`config.mk`:
```
export PLATFORM = sky130hd
export DESIGN_NAME = cgp_fitness_eval
export DESIGN_NICKNAME = d
export VERILOG_FILES = /design/src/rtl/cgp_eval_pkg.sv /design/src/rtl/cgp_eval_ref.sv /design/src/rtl/cgp_fitness_eval.sv
export SDC_FILE = /design/constraint.sdc
export NUM_CORES = 1
export LEC_CHECK = 0
export ABC_AREA = 0
export BUFFER_PORTS_ARGS = -buffer_cell sky130_fd_sc_hd__buf_2
export CORE_AREA = 4 4 50 52
export CTS_CLUSTER_SIZE = 16
export DETAILED_ROUTE_END_ITERATION = 12
export DIE_AREA = 0 0 54 56
export MAX_ROUTING_LAYER = met4
export PLACE_DENSITY = 0.74
export SLEW_MARGIN = 25
export SYNTH_ARGS = -nofsm -noshare
export SYNTH_HDL_FRONTEND = slang
export SYNTH_SLANG_ARGS = --single-unit
```
`constraint.sdc`:
```
create_clock -name clk -period 2.2 [get_ports clk]
set_clock_uncertainty 0.2 [all_clocks]
set_input_delay 0.22 -clock clk [delete_from_list [all_inputs] [get_ports clk]]
set_output_delay 0.22 -clock clk [all_outputs]
set_load 0.01 [all_outputs]
```
`src/rtl/cgp_eval_pkg.sv`:
```
// Shared types, defaults and the reference target function for the CGP fitness evaluator.
// Width helpers let each evaluator derive its counter sizes from its own N_IN/SETTLE.
package cgp_eval_pkg;

  typedef enum logic [0:0] {
    ST_IDLE  = 1'b0,
    ST_DRIVE = 1'b1
  } state_t;

  localparam int DEF_N_IN   = 4;
  localparam int DEF_SETTLE = 2;
  localparam int MAX_N_IN   = 16;

  function automatic int sweep_len(input int n_in);
    return 1 << n_in;
  endfunction

  localparam int DEF_SWEEP_LEN = 1 << DEF_N_IN;

  // Settle counter must hold SETTLE itself; keep at least one bit when SETTLE is 0.
  function automatic int settle_cnt_w(input int settle);
    int w;
    w = $clog2(settle + 1);
    return (w < 1) ? 1 : w;
  endfunction

  localparam int DEF_SETTLE_W = (DEF_SETTLE < 1) ? 1 : $clog2(DEF_SETTLE + 1);

  // Patterns narrower than MAX_N_IN are zero-extended, which leaves parity unchanged.
  function automatic logic parity_ref(input logic [MAX_N_IN-1:0] pattern);
    return ^pattern;
  endfunction

endpackage

```
`src/rtl/cgp_eval_ref.sv`:
```
// Combinational reference: the bit the candidate is expected to produce for the
// current stimulus pattern. Swap the function here to score against another target.
module cgp_eval_ref
  import cgp_eval_pkg::*;
#(
  parameter int N_IN = DEF_N_IN
) (
  input  logic [N_IN-1:0] pattern,
  output logic            expected
);

  logic [MAX_N_IN-1:0] pattern_ext;

  assign pattern_ext = MAX_N_IN'(pattern);
  assign expected    = parity_ref(pattern_ext);

endmodule

```
`src/rtl/cgp_fitness_eval.sv`:
```
// Sweeps every input pattern into a candidate circuit, holds each for SETTLE+1 cycles,
// samples the candidate output on the last edge and counts matches against the reference.
module cgp_fitness_eval
  import cgp_eval_pkg::*;
#(
  parameter int N_IN   = DEF_N_IN,
  parameter int SETTLE = DEF_SETTLE
) (
  input  logic            clk,
  input  logic            rst_n,
  input  logic            start,
  input  logic            abort,
  input  logic            cand_out,
  output logic [N_IN-1:0] pattern,
  output logic            busy,
  output logic            done,
  output logic [N_IN:0]   score,
  output logic [N_IN:0]   total
);

  localparam int CNT_W = settle_cnt_w(SETTLE);

  localparam logic [CNT_W-1:0] SETTLE_LOAD = CNT_W'(SETTLE);
  localparam logic [CNT_W-1:0] CNT_ONE     = CNT_W'(1);
  localparam logic [N_IN-1:0]  PAT_LAST    = '1;
  localparam logic [N_IN-1:0]  PAT_ONE     = N_IN'(1);
  localparam logic [N_IN:0]    ACC_ONE     = (N_IN + 1)'(1);

  state_t           state_reg;
  logic [CNT_W-1:0] settle_reg;
  logic             expected;

  cgp_eval_ref #(
    .N_IN(N_IN)
  ) u_ref (
    .pattern (pattern),
    .expected(expected)
  );

  always_ff @(posedge clk or negedge rst_n) begin
    if (!rst_n) begin
      state_reg  <= ST_IDLE;
      settle_reg <= '0;
      pattern    <= '0;
      busy       <= 1'b0;
      done       <= 1'b0;
      score      <= '0;
      total      <= '0;
    end else begin
      done <= 1'b0;
      case (state_reg)
        ST_IDLE: begin
          if (start) begin
            state_reg  <= ST_DRIVE;
            pattern    <= '0;
            settle_reg <= SETTLE_LOAD;
            score      <= '0;
            total      <= '0;
            busy       <= 1'b1;
          end
        end

        ST_DRIVE: begin
          if (abort) begin
            state_reg <= ST_IDLE;
            busy      <= 1'b0;
            pattern   <= '0;
          end else if (settle_reg != '0) begin
            settle_reg <= settle_reg - CNT_ONE;
          end else begin
            total <= total + ACC_ONE;
            // An unknown candidate output makes this comparison false: a mismatch.
            if (cand_out == expected) begin
              score <= score + ACC_ONE;
            end
            if (pattern == PAT_LAST) begin
              state_reg <= ST_IDLE;
              busy      <= 1'b0;
              done      <= 1'b1;
              pattern   <= '0;
            end else begin
              pattern    <= pattern + PAT_ONE;
              settle_reg <= SETTLE_LOAD;
            end
          end
        end

        default: begin
          state_reg <= ST_IDLE;
          busy      <= 1'b0;
          pattern   <= '0;
        end
      endcase
    end
  end

endmodule

```
== Yosys cells after proc, flatten, opt, wreduce, memory -nomap -nowiden ==
Index checks and enable logic that the tools add are counted.
Word-level totals
  input bits: 5
  flip-flop bits (word level): 19
  memories kept: 0
  bits in read-only memories: 0
  output and inout bits: 16
  word-level logic and storage cells: 60
  RAM bits: 0
  bits in latches: 0
Cells by class
  equality and inequality tests: 9
  reduce and logical (&&, ||, !) cells: 7
  muxes and demuxes: 32
  add/sub/neg operators: 4
  magnitude comparators: 0
  div/mod/pow operators: 0
  bitwise gates (word level): 1
  multipliers: 0
  shift-type cells: 0
Operators with widths (count)
  $mux W5: 6
  $pmux W5 S2: 2
  $mux W4: 4
  $reduce_xor A16 Y1: 1
  $mux W1: 12
  $add A5 B1 Y5 const B: 2
  $reduce_and A3 Y1: 3
  $mux W2: 4
  $pmux W4 S2: 1
  $ne A2 B2 Y1 const B: 3
  $ne A3 B3 Y1 const B: 2
  $add A4 B1 Y4 const B: 1
  $eq A4 B4 Y1 const B: 1
  $pmux W1 S2: 2
  $pmux W2 S2: 1
  $reduce_and A4 Y1: 1
  $ne A3 B2 Y1 const B: 1
  $ne A2 B1 Y1 const B: 1
  $reduce_and A2 Y1: 1
  $reduce_bool A2 Y1: 1
  $sub A2 B1 Y2 const B: 1
  $eq A1 B1 Y1: 1
  $not A1 Y1: 1

== Depth between registers and ports, before layout ==
Gate-level depths: netlist of run 1.
  depth after elaboration: 6
  mapped depth: 7
  gate-level depth less buffers: 5

== Modules after synthesis ==
Synthesis of run 1 repeated with hierarchy kept, for this count alone.
Second synthesis, totals
  cells, all modules: 97
  area total of the unflattened synthesis: 1003.5 um2
Modules (own cells, without submodules)
  cgp_fitness_eval: cells each 94, area each 977.2 um2, sequential area each 475.5 um2, instances 1
  cgp_eval_ref: cells each 3, area each 26.3 um2, sequential area each 0.0 um2, instances 1

== Least setup slack after synthesis of run 1 ==
Ideal clock, no wire load.
  kind: register -> register
  start: reg pattern[0]
  end: reg score[1]
  path buffers: 0
  required time: 1.874 ns
  library setup time: 0.126 ns
  slack: 0.092 ns
  cell stages (with the launch flop): 5
  arrival: 1.781 ns
  period minus slack after synthesis: 2.108 ns
  cell sequence: dfrtp_1 ha_1 xor3_2 or2_1 a311o_1
On the way
  cells in the longest elaborated chain, start to end: 4
RTL lines
  start, declared: line cgp_fitness_eval.sv:14  | output logic [N_IN-1:0] pattern,
  start signal, assigned: line cgp_fitness_eval.sv:82  | pattern <= pattern + PAT_ONE;
  $reduce_xor A16 Y1: line cgp_eval_pkg.sv:31  | return ^pattern;
  $eq A1 B1 Y1: line cgp_fitness_eval.sv:73  | if (cand_out == expected) begin
  $ne A2 B1 Y1 (no source line)
  $reduce_and A4 Y1 (no source line)
  end signal, assigned: line cgp_fitness_eval.sv:74  | score <= score + ACC_ONE;
  end, declared: line cgp_fitness_eval.sv:17  | output logic [N_IN:0] score,
No other way between the ends.
A chain may end at the register's enable or synchronous reset.

== Worst setup path in the final report of run 1 ==
  start: reg pattern[3]
  end: reg score[1]
The elaborated chain is that of the path after synthesis.

==> results.json, run 1 <==
{
  "status": "finished, final reports clean",
  "dieHeight_um": 56,
  "pin_count": 21,
  "yosys_warnings": 0,
  "layout_setup_ws_ns": 0.0709,
  "start_util_pct": 49.5,
  "power.leakage_nw": 0.644,
  "worst_setup_path_end_kind": "flop",
  "yosys_register_bits": 19,
  "post-route-drc-count": 0,
  "hpwlAfterDp_um": 1730,
  "ctsLongestPathBuffers": 2,
  "hp-start": "start",
  "yosys.area.top_type_share_pct": 45.6,
  "layout-drive-gt1-share_pct": 26.5,
  "n_fill_cell": 201,
  "relSlewSlack_pct": 70.7,
  "via_count": 912,
  "r2r-start": "pattern[3]",
  "fmax_mhz": 470,
  "stdcell_count": 164,
  "worstMarginPinSlew_ns": 0.437,
  "ir_drop_mv": 0.478,
  "antenna_left": 0,
  "synth_cell_types": 36,
  "clkTransAtPathRegs_ns": 0.11,
  "fp.dieArea_sq_um": 3020,
  "cts_max_level": 1,
  "ys.flop_type": "dfrtp_1",
  "syn_inst": 105,
  "dpl_cell_area_sq_um": 1200,
  "async_flop_share_pct": 100,
  "synth_largest_area_cell": "dfrtp_1",
  "r2r_slack_ns": 0.07,
  "grt_util_all_layers_pct": 17.8,
  "cts_tree": "done",
  "yosys-top-cells-area": "dfrtp_1 (46%), ha_1 (7.2%), nand3_1 (5.3%)",
  "core_sq_um": 2110,
  "final_nets": 148,
  "drv_slew": 0,
  "die_w_um": 54,
  "grt_start_max_net_pins": 20,
  "synth_fp_nets": 116,
  "area_growth_pct": 21.8,
  "critPathLaunchType": "flop",
  "clk_latency_ns": 0.29,
  "power_density_nw_per_um2": 714,
  "met2_length_um": 1220,
  "drt_iter0_markers": 24,
  "cts_made_buffers": 3,
  "worstPathRequired_ns": 2.18,
  "r2r.worst_path.cells": 4,
  "synth_edf_count": 0,
  "pre_cts_ws_ns": 0.0140,
  "avgViaCountPerCell": 5.56,
  "synth_most_common_cell": "dfrtp_1",
  "finalCritPeriodShare_pct": 96.8,
  "rows": 17,
  "timing.setup.tns_ns": 0,
  "grt.overflow.total": 0,
  "worstHoldPathCells": 3,
  "largest_registers": "score (5), total (5), pattern (4)",
  "worstHoldEndpoint": "busy",
  "insertedDiodeCount": 0,
  "synth_commonest_cells": "dfrtp_1 (19), nand3_1 (11), o21ai_0 (10)",
  "r2r_end": "score[1]",
  "top_layer": "met4",
  "cts_root_buffer": "clkbuf_4",
  "ctsResizeCount": 0,
  "dr.pass1.iters": 4,
  "rsz0062_at_grt": "no",
  "wl_met1_um": 1020,
  "synth_area_sq_um": 1040,
  "finalPower_mw": 0.907,
  "yosysSeqAreaShare_pct": 45.6,
  "register_area_sq_um": 475,
  "critPathMaxFanout": 8,
  "arrival_ns": 2.11,
  "cts_sinks": 19,
  "hp-class": "in -> reg",
  "final_cell_area_sq_um": 1270,
  "finalHoldViolCount": 0,
  "syn_area_per_cell_sq_um": 9.93,
  "crit_type": "reg -> reg",
  "avgRoutedWirePerCell_um": 14.2,
  "min_period_ns": 2.13,
  "maxCapViolations": 0,
  "finalWirelength_um": 2330,
  "finalSetupViolCount": 0,
  "port_buffers": 20,
  "grt_antenna_before_repair": 0,
  "dp_cells": 155,
  "grt_pass1_vias": 884,
  "dr_wl_met3_um": 87,
  "grt_pass1_wl_um": 3970,
  "multi_input_area_sq_um": 528,
  "place.gp.congestion": 0.771
}
[kinds of logic (layout without fill, tap and decap cells)]
logic type	Yosys count	in the layout	share of synthesized area, %
XOR/XNOR	2	2	3.24
AND/OR/NAND/NOR	42	42	24.1
adder cells (fa/ha/maj)	6	6	7.20
flip-flops	19	19	45.6
AO/OA/AOI/OAI	25	25	15.1
multiplexers	1	1	0.960
buffers and inverters	10	41	3.72
[layer usage]
| layer | track usage [%] | vias up |
|---|---|---|
| met5 | - | - |
| met4 | 6.05 | 0 |
| met3 | 2.41 | 2 |
| met2 | 28.2 | 15 |
| met1 | 22.8 | 448 |
| li1 | - | 447 |
[repair_timing]
action | 4_1_cts | 5_1_grt
hold buffers | 1 | 0
hold endpoints to repair | 19 | 0
pin swaps | 1 | 1
cloned | 0 | 0
setup endpoints to repair | 1 | 4
setup buffers | 0 | 4
[per-stage QoR]
| step | util (%) | hold WS (ns) |
|---|---|---|
| floorplan | - | -0.276 |
| finish | 60.3 | 0.0604 |
| detailed placement | 57.1 | -0.0201 |
| CTS | 58.9 | 0.0579 |
| global route | 60.3 | 0.0573 |
| global placement | 57.1 | -0.0189 |
[layout by cell type, fill, tap and decap left out, drive strengths merged, types with 2 or more instances in the layout]
master | netlist | layout
buf | 1 | 29
dfrtp | 19 | 19
nand3 | 11 | 11
o21ai | 10 | 10
inv | 7 | 7
a21oi | 6 | 6
ha | 6 | 6
or4 | 4 | 4
nand2 | 3 | 3
nor2 | 3 | 3
clkbuf | 2 | 3
nand3b | 2 | 2
nand2b | 2 | 2
and2 | 2 | 2
or3 | 2 | 2
a311o | 2 | 2
nor3b | 2 | 2
and3 | 2 | 2
o31ai | 2 | 2
or2 | 2 | 2
[cell type report]
| cell class | instances | share of cell area (%) |
|---|---|---|
| repair buffers | 30 | 14.0 |
| inverters | 7 | 2.07 |
| clock inverters | 1 | 0.394 |
| multi-input cells | 76 | 41.6 |
| well taps | 28 | 2.76 |
| flip-flops and latches | 19 | 37.4 |
| clock buffers | 3 | 1.77 |
[power breakdown]
part / internal, mW / switching, mW
registers: 0.399 / 0.0504
logic: 0.132 / 0.152
clock network: 0.0675 / 0.105
total: 0.599 / 0.308
[worst max path at each step]
stage	cells after the start	start	endpoint
global route	4	pattern[3]	score[1]
detailed placement	4	pattern[1]	score[1]
global placement	4	pattern[1]	score[2]
finish	4	pattern[3]	score[1]
floorplan	4	pattern[0]	score[1]
CTS	4	pattern[3]	score[1]
[critical path, cell delays in order, from the launching register on]
cell and delay, ns:
dfrtp_1 0.42, ha_1 0.30, xor3_2 0.46, or2_1 0.28, a311o_1 0.36
(Power assumes the default switching activity.)
==> run 2: changes to the inputs <==
--- a/config.mk
+++ b/config.mk
@@ -5,7 +5,6 @@
 export SDC_FILE = /design/constraint.sdc
 export NUM_CORES = 1
 export LEC_CHECK = 0
-export ABC_AREA = 0
 export BUFFER_PORTS_ARGS = -buffer_cell sky130_fd_sc_hd__buf_2
 export CORE_AREA = 4 4 50 52
 export CTS_CLUSTER_SIZE = 16
==> constraint.sdc (replaced) <==
create_clock -name clk -period 2.05 [get_ports clk]
set_clock_uncertainty 0.2 [all_clocks]
set_input_delay 0.205 -clock clk [delete_from_list [all_inputs] [get_ports clk]]
set_output_delay 0.205 -clock clk [all_outputs]
set_load 0.01 [all_outputs]
==> run 2 against run 1 <==
Effect of this change: die area unchanged; register-to-register slack got worse by 0.02 ns; clock-buffer cell count increased by 1; sequential share of layout area shrank 1.4 points; first-iteration DRC count down 4.2%; sequential power is 10% higher; hold slack got worse by 0.029 ns; setup slack got worse by 0.023 ns; design area increased by 3.9%; maximum frequency is 6.3% higher.
==> results.json, run 2 (synthesis results as in run 1) <==
{
  "pre_cts_ws_ns": -0.0151,
  "timing.setup.tns_ns": 0,
  "register_area_sq_um": 475,
  "status": "finished, final reports clean",
  "power.leakage_nw": 0.664,
  "dp_cells": 159,
  "worstMarginPinSlew_ns": 0.475,
  "hp-class": "in -> reg",
  "critPathMaxFanout": 6,
  "grt_util_all_layers_pct": 18.2,
  "grt_pass1_wl_um": 4040,
  "worstPathCellList": "ha_1, xor3_2, or2_4, a311o_1",
  "stdcell_count": 168,
  "cts_root_buffer": "clkbuf_4",
  "r2r_slack_ns": 0.05,
  "dieHeight_um": 56,
  "maxCapViolations": 0,
  "relSlewSlack_pct": 68.2,
  "finalCritPeriodShare_pct": 97.7,
  "ir_drop_mv": 0.471,
  "path_depth": 4,
  "pin_count": 21,
  "clk_latency_ns": 0.29,
  "layout_common_cells": "buf_2 (20), dfrtp_1 (19), buf_4 (13), nand3_1 (11), o21ai_0 (10)",
  "cts_tree": "done",
  "crit_end": "score[1]",
  "path_delay_family": "XOR/XNOR gates",
  "clkTransAtPathRegs_ns": 0.11,
  "cp-startpoint": "pattern[2]",
  "fin_util_pct": 62.7,
  "die_w_um": 54,
  "rows": 17,
  "port_buffers": 20,
  "critPathSlowestCell": "xor3_2",
  "finalWirelength_um": 2520,
  "hpwlAfterDp_um": 1790,
  "layout_setup_ws_ns": 0.0478,
  "cts_sinks": 19,
  "finalPower_mw": 1.02,
  "r2r-start": "pattern[2]",
  "grt.overflow.total": 0,
  "grt_start_max_net_pins": 20,
  "core_sq_um": 2110,
  "area_growth_pct": 26.7,
  "drv_slew": 0,
  "via_count": 948,
  "final_nets": 152,
  "place.gp.congestion": 0.757,
  "rsz0062_at_grt": "yes",
  "largest_registers": "score (5), total (5), pattern (4)",
  "avgRoutedWirePerCell_um": 15.0,
  "start_util_pct": 49.5,
  "insertedDiodeCount": 0,
  "finalHoldViolCount": 0,
  "layout-drive-gt1-share_pct": 30.0,
  "dr.pass1.iters": 4,
  "power_density_nw_per_um2": 772,
  "cts_max_level": 1,
  "fmax_mhz": 499,
  "antenna_left": 0,
  "hp-start": "start",
  "grt_antenna_before_repair": 0,
  "avgViaCountPerCell": 5.64,
  "min_period_ns": 2.00,
  "worst_setup_path_end_kind": "flop",
  "crit_type": "reg -> reg",
  "critPathLaunchType": "flop",
  "worst-path-buf-inv": 0,
  "final_common_cell": "buf_2",
  "worstPathRequired_ns": 2.03,
  "r2r.worst_path.cells": 4,
  "drt_iter0_markers": 23,
  "grt_pass1_vias": 926,
  "multi_input_area_sq_um": 549,
  "n_fill_cell": 182,
  "post-route-drc-count": 0,
  "fp.dieArea_sq_um": 3020,
  "cts_made_buffers": 3,
  "finalSetupViolCount": 0,
  "crit_path_max_incr_delay_ns": 0.44,
  "r2r_end": "score[1]",
  "arrival_ns": 1.98,
  "ctsLongestPathBuffers": 2
}
[run 2: layout make-up]
type	instances	area share [%]
clock buffer	4	1.99
inverter	7	1.99
multi-input combinational	76	41.6
sequential	19	36.0
tap	28	2.65
timing repair buffer	34	15.7
[run 2: report_power, final]
group	internal (mW)	switching, mW	total, mW
clock	0.0756	0.113	0.189
sequential	0.429	0.0663	0.495
combinational	0.162	0.173	0.335
[run 2: worst min path at each step]
stage | endpoint | slack, ns | depth (start not counted)
after global routing | busy | 0.05 | 3
after global placement | total[0] | -0.03 | 1
final | busy | 0.03 | 3
after floorplan | busy | -0.29 | 0
after detailed placement | total[1] | -0.03 | 1
after CTS | busy | 0.03 | 3
[run 2: worst min-delay path, stage by stage]
cell and delay (ns):
buf_2 0.11, nand2b_1 0.09, o21ai_0 0.08
[run 2: metal layers]
layer	global-route usage, %	share of wire, %	wire length, um	up-vias
met1	23.2	45	1130	465
met3	2.95	4.4	111	2
met5	-	0	0	-
met4	8.19	0.83	21	0
met2	27.7	50	1260	23
li1	-	-	-	458
[run 2: what timing repair did]
item / 4_1_cts / 5_1_grt
pin swaps: 1 / 5
endpoints found under the setup margin: 1 / 3
endpoints found under the hold margin: 19 / 0
hold buffers: 1 / 0
resized for setup: 1 / 2
setup buffers: 1 / 3
[run 2: per-stage QoR]
stage	hold WS, ns	instance area (sq um)
floorplan	-0.291	1040
global placement	-0.0347	1230
detailed placement	-0.0339	1230
CTS	0.0287	1290
global route	0.0547	1320
finish	0.0311	1320
